**config.mk**
```make
export PLATFORM = sky130hd
export DESIGN_NAME = vga_sync_gen_flat
export DESIGN_NICKNAME = d
export VERILOG_FILES = /design/src/rtl/vga_sync_gen_if.sv /design/src/rtl/vga_sync_gen.sv /design/src/flat_wrapper.sv
export SDC_FILE = /design/constraint.sdc
export NUM_CORES = 1
export LEC_CHECK = 0
export CAP_MARGIN = 10
export CORE_MARGIN = 1.5
export CORE_UTILIZATION = 55
export DETAILED_ROUTE_END_ITERATION = 6
export GPL_TIMING_DRIVEN = 0
export PLACE_DENSITY = 0.79
export SYNTH_ARGS = -nofsm -noshare
export SYNTH_HDL_FRONTEND = slang
export SYNTH_SLANG_ARGS = --single-unit
export TNS_END_PERCENT = 30
```
**constraint.sdc**
```tcl
create_clock -name i_Clk -period 7.5 [get_ports i_Clk]
set_clock_uncertainty 0.15 [all_clocks]
set_input_delay 1.5 -clock i_Clk [delete_from_list [all_inputs] [get_ports i_Clk]]
set_output_delay 1.5 -clock i_Clk [all_outputs]
set_load 0.005 [all_outputs]
```
**src/rtl/vga_sync_gen_if.sv**
```systemverilog
// vga_sync_gen_if: enable input and timing outputs of vga_sync_gen; VGA_SYNC_FRAME_COUNT_EN adds o_Frame_Count
interface vga_sync_gen_if;
    logic       i_Enable;
    logic       o_HSync;
    logic       o_VSync;
    logic       o_Active;
    logic       o_Frame_Start;
    logic [9:0] o_Col_Count;
    logic [9:0] o_Row_Count;
`ifdef VGA_SYNC_FRAME_COUNT_EN
    logic [7:0] o_Frame_Count;
    modport master (input i_Enable, output o_HSync, o_VSync, o_Active, o_Frame_Start,
                    o_Col_Count, o_Row_Count, o_Frame_Count);
    modport slave (output i_Enable, input o_HSync, o_VSync, o_Active, o_Frame_Start,
                   o_Col_Count, o_Row_Count, o_Frame_Count);
`else
    modport master (input i_Enable, output o_HSync, o_VSync, o_Active, o_Frame_Start,
                    o_Col_Count, o_Row_Count);
    modport slave (output i_Enable, input o_HSync, o_VSync, o_Active, o_Frame_Start,
                   o_Col_Count, o_Row_Count);
`endif
endinterface

```
**src/rtl/vga_sync_gen.sv**
```systemverilog
// vga_sync_gen: free-running VGA timing generator; define VGA_SYNC_FRAME_COUNT_EN to add an 8-bit frame counter
module vga_sync_gen #(
    parameter int TOTAL_COLS    = 800,
    parameter int TOTAL_ROWS    = 525,
    parameter int ACTIVE_COLS   = 640,
    parameter int ACTIVE_ROWS   = 480,
    parameter int H_FRONT_PORCH = 16,
    parameter int H_SYNC_WIDTH  = 96,
    parameter int V_FRONT_PORCH = 10,
    parameter int V_SYNC_WIDTH  = 2
) (
    input logic            i_Clk,
    input logic            i_Rst_L,
    vga_sync_gen_if.master bus
);
    localparam logic [1:0] H_ACTIVE = 2'd0, H_FRONT = 2'd1, H_SYNC = 2'd2, H_BACK = 2'd3;
    localparam logic [1:0] V_ACTIVE = 2'd0, V_FRONT = 2'd1, V_SYNC = 2'd2, V_BACK = 2'd3;
    localparam logic [9:0] LAST_COL      = 10'(TOTAL_COLS - 1);
    localparam logic [9:0] LAST_ROW      = 10'(TOTAL_ROWS - 1);
    localparam logic [9:0] H_FRONT_START = 10'(ACTIVE_COLS);
    localparam logic [9:0] H_SYNC_START  = 10'(ACTIVE_COLS + H_FRONT_PORCH);
    localparam logic [9:0] H_BACK_START  = 10'(ACTIVE_COLS + H_FRONT_PORCH + H_SYNC_WIDTH);
    localparam logic [9:0] V_FRONT_START = 10'(ACTIVE_ROWS);
    localparam logic [9:0] V_SYNC_START  = 10'(ACTIVE_ROWS + V_FRONT_PORCH);
    localparam logic [9:0] V_BACK_START  = 10'(ACTIVE_ROWS + V_FRONT_PORCH + V_SYNC_WIDTH);

    logic [9:0] col_q, row_q, col_n, row_n;
    logic [1:0] h_q, h_n, v_q, v_n;
    logic       col_wrap;

    assign bus.o_Col_Count = col_q;
    assign bus.o_Row_Count = row_q;

    // Next pixel and phases; outputs are registered from these so they describe the same pixel as the counts
    always_comb begin
        col_wrap = col_q == LAST_COL;
        col_n    = col_wrap ? '0 : col_q + 10'd1;
        row_n    = !col_wrap ? row_q : (row_q == LAST_ROW) ? '0 : row_q + 10'd1;
        h_n      = (col_n == '0)            ? H_ACTIVE :
                   (col_n == H_FRONT_START) ? H_FRONT  :
                   (col_n == H_SYNC_START)  ? H_SYNC   :
                   (col_n == H_BACK_START)  ? H_BACK   : h_q;
        v_n      = !col_wrap                ? v_q      :
                   (row_n == '0)            ? V_ACTIVE :
                   (row_n == V_FRONT_START) ? V_FRONT  :
                   (row_n == V_SYNC_START)  ? V_SYNC   :
                   (row_n == V_BACK_START)  ? V_BACK   : v_q;
    end

    // Counters, phase FSMs and decoded outputs; reset parks on the last pixel of the frame
    always_ff @(posedge i_Clk or negedge i_Rst_L) begin
        if (!i_Rst_L) begin
            col_q             <= LAST_COL;
            row_q             <= LAST_ROW;
            h_q               <= H_BACK;
            v_q               <= V_BACK;
            bus.o_HSync       <= 1'b1;
            bus.o_VSync       <= 1'b1;
            bus.o_Active      <= 1'b0;
            bus.o_Frame_Start <= 1'b0;
        end else if (bus.i_Enable) begin
            col_q             <= col_n;
            row_q             <= row_n;
            h_q               <= h_n;
            v_q               <= v_n;
            bus.o_HSync       <= h_n != H_SYNC;
            bus.o_VSync       <= v_n != V_SYNC;
            bus.o_Active      <= (h_n == H_ACTIVE) && (v_n == V_ACTIVE);
            bus.o_Frame_Start <= (col_n == '0) && (row_n == '0);
        end
    end

`ifdef VGA_SYNC_FRAME_COUNT_EN
    // Frame counter bumps on the edge that enters (0,0), i.e. when o_Frame_Start rises
    always_ff @(posedge i_Clk or negedge i_Rst_L) begin
        if (!i_Rst_L)
            bus.o_Frame_Count <= 8'd0;
        else if (bus.i_Enable && col_n == '0 && row_n == '0)
            bus.o_Frame_Count <= bus.o_Frame_Count + 8'd1;
    end
`endif
endmodule
```
**src/flat_wrapper.sv**
```systemverilog
// flat-port wrapper written by rule: the top's interface ports become plain ports
module vga_sync_gen_flat 
#(
    parameter int TOTAL_COLS    = 800,
    parameter int TOTAL_ROWS    = 525,
    parameter int ACTIVE_COLS   = 640,
    parameter int ACTIVE_ROWS   = 480,
    parameter int H_FRONT_PORCH = 16,
    parameter int H_SYNC_WIDTH  = 96,
    parameter int V_FRONT_PORCH = 10,
    parameter int V_SYNC_WIDTH  = 2
)
  (i_Clk, i_Rst_L, bus_i_Enable, bus_o_HSync, bus_o_VSync, bus_o_Active, bus_o_Frame_Start, bus_o_Col_Count, bus_o_Row_Count);
  vga_sync_gen_if bus_i ();
  input logic i_Clk;
  input logic i_Rst_L;
  input wire logic [$bits(bus_i.i_Enable)-1:0] bus_i_Enable;
  output wire logic [$bits(bus_i.o_HSync)-1:0] bus_o_HSync;
  output wire logic [$bits(bus_i.o_VSync)-1:0] bus_o_VSync;
  output wire logic [$bits(bus_i.o_Active)-1:0] bus_o_Active;
  output wire logic [$bits(bus_i.o_Frame_Start)-1:0] bus_o_Frame_Start;
  output wire logic [$bits(bus_i.o_Col_Count)-1:0] bus_o_Col_Count;
  output wire logic [$bits(bus_i.o_Row_Count)-1:0] bus_o_Row_Count;
  assign bus_i.i_Enable = bus_i_Enable;
  assign bus_o_HSync = bus_i.o_HSync;
  assign bus_o_VSync = bus_i.o_VSync;
  assign bus_o_Active = bus_i.o_Active;
  assign bus_o_Frame_Start = bus_i.o_Frame_Start;
  assign bus_o_Col_Count = bus_i.o_Col_Count;
  assign bus_o_Row_Count = bus_i.o_Row_Count;
  vga_sync_gen #(.TOTAL_COLS(TOTAL_COLS), .TOTAL_ROWS(TOTAL_ROWS), .ACTIVE_COLS(ACTIVE_COLS), .ACTIVE_ROWS(ACTIVE_ROWS), .H_FRONT_PORCH(H_FRONT_PORCH), .H_SYNC_WIDTH(H_SYNC_WIDTH), .V_FRONT_PORCH(V_FRONT_PORCH), .V_SYNC_WIDTH(V_SYNC_WIDTH)) u_core (.i_Clk(i_Clk), .i_Rst_L(i_Rst_L), .bus(bus_i));
endmodule
```
---- After elaboration in Yosys (flattened, before gate mapping) ----
Cells that the tools add are included.
word-level totals
  register bits ........................... 28
  input port bits ......................... 3
  output and inout port bits .............. 24
cells by class
  add/sub/neg operators ................... 2
  equality and inequality tests ........... 10
  muxes and demuxes ....................... 12
  reductions and logical operators ........ 6
operators by type and width
  cell                     number
  $eq A10 B10 Y1 const B   5
  $eq A10 B9 Y1 const B    3
  $mux W10                 3
  $add A10 B1 Y10 const B  2
  $logic_not A10 Y1        2
  $mux W2                  9
  $logic_not A2 Y1         2
  $ne A2 B2 Y1 const B     2
  $logic_and A1 B1 Y1      2

---- Longest topological paths before layout ----
Gate-level depths: netlist of the first run.
  word-level depth ........................ 11
  depth in mapped cells ................... 12
  gate-level depth less buffers ........... 10

---- Worst setup path before layout of the first run ----
OpenSTA, ideal clock, no wires.
  path kind ............................... register to register
  start ................................... reg u_core.col_q[0] (netlist: u_core.bus.o_Col_Count[0])
  end ..................................... reg u_core.bus.o_Active
  setup time .............................. 104 ps
  arrival ................................. 2641 ps
  data required time ...................... 7246 ps
  setup slack ............................. 4606 ps
  stages on the path, launching flop included .. 11
  clock period less this slack ............ 2894 ps
  cell sequence ........................... dfstp_2 -> ha_1 -> buf_4 -> and4_1 -> buf_6 -> and3_4 -> buf_8 -> o211ai_4 -> or4_4 -> o221a_1 -> o41ai_2
between the ends
  cells in the longest elaborated chain, start to end .. 10
  elaborated cells on any way between the ends .. 24
ends and longest elaborated chain
  what                                                                     RTL line               RTL
  start, declared                                                          vga_sync_gen.sv:27     logic [9:0] col_q, row_q, col_n, row_n;
  start signal, assigned                                                   vga_sync_gen.sv:62     col_q <= col_n;
  parallel branches: the longest is 9 deep, another holds $add A10 B1 Y10  --
  $logic_and A1 B1 Y1 *                                                    vga_sync_gen.sv:68     bus.o_Active <= (h_n == H_ACTIVE) && (v_n == V_ACTIVE);
  end signal, assigned                                                     vga_sync_gen.sv:68
  end, declared                                                            vga_sync_gen_if.sv:17  modport master (input i_Enable, output o_HSync, o_VSync, o_Active, o_Frame_Start,
Mark *: on every way between the ends.
A chain may end at the register's enable or synchronous reset.

==> flow_summary.html, run 1 <==
<table>
<tr><th>Metric</th><th>Value</th></tr>
<tr><th colspan="2">Global routing</th></tr>
<tr><td>Overall fraction of global-route tracks in use</td><td>0.252</td></tr>
<tr><td>Number of antenna violations at the first check in global routing</td><td>0</td></tr>
<tr><td>Vias in the first global route</td><td>1872</td></tr>
<tr><td>Global-route congestion overflow total</td><td>0</td></tr>
<tr><td>Wire length of the first global-routing pass</td><td>8660 um</td></tr>
<tr><td>Pin count of the biggest net entering global routing</td><td>29</td></tr>
<tr><th colspan="2">Detailed routing</th></tr>
<tr><td>DRC violations left</td><td>0</td></tr>
<tr><td>Total detailed-routing wirelength</td><td>~5200 um</td></tr>
<tr><td>Drt via density</td><td>6.06</td></tr>
<tr><td>Initial DRC count</td><td>162</td></tr>
<tr><td>Detailed Routing Iterations Pass 1</td><td>4</td></tr>
<tr><td>Number of nets with antenna violations after routing</td><td>0</td></tr>
<tr><td>Routed length per placed instance</td><td>15.7 um</td></tr>
<tr><td>Vias</td><td>approximately 2000</td></tr>
<tr><th colspan="2">Cells and area</th></tr>
<tr><td>Non-filler instance count after layout</td><td>~330</td></tr>
<tr><td>Filler cell count in the final layout</td><td>303</td></tr>
<tr><td>Fraction of final layout cells with drive strength greater than 1</td><td>0.206</td></tr>
<tr><td>Area growth syn-to-layout</td><td>17.4%</td></tr>
<tr><td>Final core occ</td><td>0.693</td></tr>
<tr><td># diodes</td><td>0</td></tr>
<tr><td>Total Nets Final</td><td>289</td></tr>
<tr><th colspan="2">Critical path</th></tr>
<tr><td>Start-to-end type of the worst setup path</td><td>in2reg</td></tr>
<tr><td>Critical Path Source Type</td><td>input pin</td></tr>
<tr><td>Worst path max stage delay</td><td>0.51 ns</td></tr>
<tr><td>Critical Path, Cell by Cell</td><td>clkdlybuf4s50_1 -&gt; clkbuf_1 -&gt; clkbuf_1 -&gt; o21ai_0 -&gt; nand2_1 -&gt; o21ai_0</td></tr>
<tr><td>Endpoint of the lowest-slack register-to-register path</td><td>u_core.bus.o_VSync</td></tr>
<tr><td>Critical Path Sink</td><td>u_core.bus.o_Col_Count[3]</td></tr>
<tr><td>Number of cells on the critical path</td><td>6</td></tr>
<tr><td>Worst path required time</td><td>7.56 ns</td></tr>
<tr><td>Register-to-register path setup slack</td><td>4.27 ns</td></tr>
<tr><td>Number of cells traversed by the worst register-to-register path</td><td>11</td></tr>
<tr><td>Slowest stage cell, crit path</td><td>sky130_fd_sc_hd__clkdlybuf4s50_1</td></tr>
<tr><td>Largest fanout on the critical path</td><td>10</td></tr>
<tr><td>Cell family with most CP delay</td><td>buffers and inverters</td></tr>
<tr><td>Critical Path Start</td><td>bus_i_Enable</td></tr>
<tr><td>Worst path buffer plus inverter count</td><td>3</td></tr>
<tr><td>Endpoint arrival time on the critical path</td><td>3.37 ns</td></tr>
<tr><td>Crit. End Element</td><td>flip-flop</td></tr>
<tr><td>Launch point of the worst reg-to-reg path</td><td>u_core.bus.o_Col_Count[0]</td></tr>
<tr><th colspan="2">Power</th></tr>
<tr><td>Worst IR Drop VDD</td><td>roughly 0.19 mV</td></tr>
<tr><td>Power Total</td><td>527 uW</td></tr>
<tr><td>Static Leak</td><td>1.01 nW</td></tr>
<tr><td>Power density over the cells</td><td>slightly above 200 nW/um2</td></tr>
<tr><th colspan="2">Synthesis</th></tr>
<tr><td>FFs w/ async S/R, synth</td><td>1.00</td></tr>
<tr><td>Mean post-synth cell area</td><td>8.87 um2</td></tr>
<tr><td>Cells after Synth</td><td>approximately 250</td></tr>
<tr><td>Count of synthesis-stage warnings from yosys</td><td>0</td></tr>
<tr><td>Share of synthesized area occupied by flip-flops and latches</td><td>0.324</td></tr>
<tr><td>Post-synthesis instance area</td><td>2230 um2</td></tr>
<tr><td>Number of enable flip-flop cells after synthesis</td><td>0</td></tr>
<tr><td>Top flip-flop cell by instance count after synthesis</td><td>sky130_fd_sc_hd__dfstp_2</td></tr>
<tr><td>Synth unique cells</td><td>62</td></tr>
<tr><td>Number of synthesized register bits</td><td>28</td></tr>
<tr><td>Net count after synthesis</td><td>258</td></tr>
<tr><th colspan="2">Floorplanning</th></tr>
<tr><td>Area of the die</td><td>4440 um2</td></tr>
<tr><td>Die Ht</td><td>66.6 um</td></tr>
<tr><td>Io pins</td><td>27</td></tr>
<tr><td>Initial Util</td><td>0.591</td></tr>
<tr><td>FP Rows</td><td>22</td></tr>
<tr><td>Die width</td><td>66.6 um</td></tr>
<tr><td>Placeable Area</td><td>3770 um2</td></tr>
<tr><th colspan="2">Worst hold path</th></tr>
<tr><td>Hold/Removal Path Class</td><td>reg2reg</td></tr>
<tr><th colspan="2">Timing</th></tr>
<tr><td>Count of final hold-check violations</td><td>0</td></tr>
<tr><td>Number of pins with negative max-slew slack in the final report</td><td>0</td></tr>
<tr><td>Max Clk Rate</td><td>approximately 300 MHz</td></tr>
<tr><td>Normalized max-slew margin</td><td>0.588</td></tr>
<tr><td>Setup violation total in the final timing report</td><td>0</td></tr>
<tr><td>Final critical-path required period</td><td>3.31 ns</td></tr>
<tr><td>Setup repair after global routing missed its margin</td><td>no</td></tr>
<tr><td>Worst-margin pin slew</td><td>0.618 ns</td></tr>
<tr><td>Share of the clock period used by the worst path</td><td>0.442</td></tr>
<tr><td>Setup tns final</td><td>0 ns</td></tr>
<tr><th colspan="2">Clocking</th></tr>
<tr><td>Cts-stage hold buffer count</td><td>0</td></tr>
<tr><td>Clock insertion delay at the later pin of the skew report</td><td>0.28 ns</td></tr>
<tr><td>Number of setup buffers added after CTS</td><td>0</td></tr>
<tr><td>H-tree depth</td><td>1</td></tr>
<tr><td>CTS tree</td><td>done</td></tr>
<tr><td>Clock tree root buffer cell</td><td>sky130_fd_sc_hd__clkbuf_8</td></tr>
<tr><td>Post-cts resize count</td><td>0</td></tr>
<tr><td>Clock buffer count from CTS</td><td>3</td></tr>
<tr><td># clock sinks</td><td>28</td></tr>
<tr><td>Clock edge transition at the registers on the reported setup and hold paths</td><td>0.10 ns</td></tr>
<tr><td>Maximum clock insertion buffer count</td><td>2</td></tr>
<tr><th colspan="2">Flow run</th></tr>
<tr><td>Number of maximum-capacitance constraint violations</td><td>0</td></tr>
<tr><th colspan="2">Place</th></tr>
<tr><td>Sum of net half-perimeters after detailed placement</td><td>3760 um</td></tr>
<tr><td>Final RePlAce weighted congestion</td><td>0.904</td></tr>
<tr><td>Count of placed standard cells including taps</td><td>325</td></tr>
<tr><td>PortBufs</td><td>26</td></tr>
<tr><th colspan="2">Run status</th></tr>
<tr><td>Status</td><td>finished clean</td></tr>
</table>
## kinds of logic after synthesis
kind of cell,share of synthesized area
xor+xnor,0.0708
flops,0.324
mux,0.0427
fa+ha+maj,0.0225
compound gates,0.187
buf+inv,0.0736
simple gates,0.280
## stage by stage
step                      hold WS, ns  worst slack, ns  cell area [um2]
final                           0.345             4.19             2610
after global routing            0.365             4.09             2610
after CTS                       0.348             4.24             2620
after detailed placement        0.320             3.95             2550
after global placement          0.322             4.00             2550
after floorplan                 0.313             4.61             2230
## per-layer routing
metal  share of wire  routed length (um)  up-vias  global-route usage
li1                -                   -      973                   -
met1            0.49                2520      957               0.365
met2            0.45                2310       58               0.381
met3           0.051                 265        7              0.0389
met4           0.012                  61        0              0.0842
met5               0                   0        -                   0
## cells in the mapped netlist, types with 7 or more instances
cell / count / area (um2)
sky130_fd_sc_hd__xnor2_1: 13 / 114
sky130_fd_sc_hd__dfrtp_1: 12 / 300
sky130_fd_sc_hd__a31oi_1: 7 / 43.8
sky130_fd_sc_hd__nand4_1: 8 / 50.1
sky130_fd_sc_hd__clkbuf_1: 7 / 26.3
sky130_fd_sc_hd__o21ai_0: 15 / 75.1
sky130_fd_sc_hd__nand3_1: 8 / 40.0
sky130_fd_sc_hd__dfstp_2: 16 / 420
sky130_fd_sc_hd__a21oi_1: 7 / 35.0
sky130_fd_sc_hd__inv_1: 9 / 33.8
sky130_fd_sc_hd__nor3_1: 10 / 50.1
sky130_fd_sc_hd__nor2_1: 13 / 48.8
sky130_fd_sc_hd__buf_4: 7 / 52.6
sky130_fd_sc_hd__nand2_1: 27 / 101
## worst reg2reg max path, cell delays in order (launching register included)
cell and delay, ns:
sky130_fd_sc_hd__dfstp_2 0.60, sky130_fd_sc_hd__ha_1 0.17, sky130_fd_sc_hd__buf_4 0.16, sky130_fd_sc_hd__and4_1 0.21, sky130_fd_sc_hd__buf_6 0.13, sky130_fd_sc_hd__nand3_1 0.32, sky130_fd_sc_hd__o21a_1 0.30, sky130_fd_sc_hd__o22ai_1 0.20
sky130_fd_sc_hd__and4bb_1 0.28, sky130_fd_sc_hd__a211oi_1 0.29, sky130_fd_sc_hd__nor2b_1 0.11, sky130_fd_sc_hd__o31a_1 0.26
## how the worst min path moves through the flow
stage                                        start                        to  slack (ns)  cells past startpoint
after detailed placement       u_core.bus.o_Active       u_core.bus.o_Active        0.32                      2
after global routing      u_core.bus.o_Frame_Start  u_core.bus.o_Frame_Start        0.37                      2
after global placement    u_core.bus.o_Frame_Start  u_core.bus.o_Frame_Start        0.32                      2
final                     u_core.bus.o_Frame_Start  u_core.bus.o_Frame_Start        0.34                      2
after floorplan                      u_core.h_q[0]             u_core.h_q[0]        0.31                      2
after CTS                 u_core.bus.o_Frame_Start  u_core.bus.o_Frame_Start        0.35                      2
## cell usage in the layout, fill, tap and decap left out, types with 2 or more instances in the layout
cell type,count
sky130_fd_sc_hd__or3_1,3
sky130_fd_sc_hd__or4_1,2
sky130_fd_sc_hd__inv_1,9
sky130_fd_sc_hd__xor2_1,5
sky130_fd_sc_hd__nor2b_1,3
sky130_fd_sc_hd__a21oi_1,7
sky130_fd_sc_hd__nor3_1,10
sky130_fd_sc_hd__o21ai_0,15
sky130_fd_sc_hd__nor2_1,13
sky130_fd_sc_hd__o31a_1,2
sky130_fd_sc_hd__nor3b_1,2
sky130_fd_sc_hd__dfrtp_1,12
sky130_fd_sc_hd__and4_1,5
sky130_fd_sc_hd__mux2i_1,5
sky130_fd_sc_hd__a31oi_1,7
sky130_fd_sc_hd__xnor2_1,13
sky130_fd_sc_hd__buf_4,7
sky130_fd_sc_hd__ha_1,4
sky130_fd_sc_hd__buf_2,5
sky130_fd_sc_hd__nand4b_1,2
sky130_fd_sc_hd__a41oi_1,2
sky130_fd_sc_hd__clkdlybuf4s50_1,25
sky130_fd_sc_hd__nor3_2,4
sky130_fd_sc_hd__a211oi_1,3
sky130_fd_sc_hd__clkbuf_8,3
sky130_fd_sc_hd__nand4_1,8
sky130_fd_sc_hd__and3_1,5
sky130_fd_sc_hd__mux2_2,4
sky130_fd_sc_hd__clkbuf_1,7
sky130_fd_sc_hd__or2_2,3
sky130_fd_sc_hd__a311oi_1,2
sky130_fd_sc_hd__dfstp_2,16
sky130_fd_sc_hd__nand3_1,8
sky130_fd_sc_hd__o21a_1,3
sky130_fd_sc_hd__nand2_1,27
## area by class of cell
class	instances	area, um2	share of cell area
multi-input combinational	193	1340	0.514
clock inverter	1	30.0	0.0115
tap	48	60.1	0.0230
sequential	28	721	0.276
inverter	9	33.8	0.0129
clock buffer	3	41.3	0.0158
buffer	21	130	0.0498
timing repair buffer	26	255	0.0977
## power by group
part	switching, mW	total, mW	internal (mW)
Combinational	0.100	0.195	0.0952
Sequential	0.0196	0.210	0.190
Clock	0.0500	0.122	0.0716
Total	0.170	0.527	0.357
## sequential cells by signal, indices dropped and copies added, names as in the netlist
register,count
u_core.v_q,2
u_core.bus.o_Active,1
u_core.bus.o_Frame_Start,1
u_core.bus.o_VSync,1
u_core.bus.o_Col_Count,10
u_core.h_q,2
u_core.bus.o_Row_Count,10
u_core.bus.o_HSync,1
Power figures use the tool's default switching activity.
==> inputs of run 2 (changes only) <==
- clock period: 7.5 -> 3.45 ns (I/O delays scaled with it)
==> results of run 2 <==
The final DEF is identical to that of run 1. Status: finished clean.
Among the figures that moved: setup slack after placement 3.95 ns -> 0.312 ns; setup slack after layout 4.19 ns -> 0.217 ns; hold slack 0.345 ns -> 0.245 ns; start point of the critical path bus_i_Enable -> u_core.bus.o_Col_Count[0]; end point of the critical path u_core.bus.o_Col_Count[3] -> u_core.bus.o_VSync; register-to-register setup slack 4.27 ns -> 0.22 ns; total power 0.527 mW -> 1.15 mW; worst IR drop on VDD 0.191 mV -> 0.415 mV
==> inputs of run 3 (changes only) <==
- CAP_MARGIN: 10 -> unset
==> results of run 3 <==
The final DEF is identical to that of run 1. Status: finished clean.
Among the figures that moved: setup slack after placement 3.95 ns -> 0.312 ns; setup slack after layout 4.19 ns -> 0.217 ns; hold slack 0.345 ns -> 0.245 ns; start point of the critical path bus_i_Enable -> u_core.bus.o_Col_Count[0]; end point of the critical path u_core.bus.o_Col_Count[3] -> u_core.bus.o_VSync; register-to-register setup slack 4.27 ns -> 0.22 ns; total power 0.527 mW -> 1.15 mW; worst IR drop on VDD 0.191 mV -> 0.415 mV
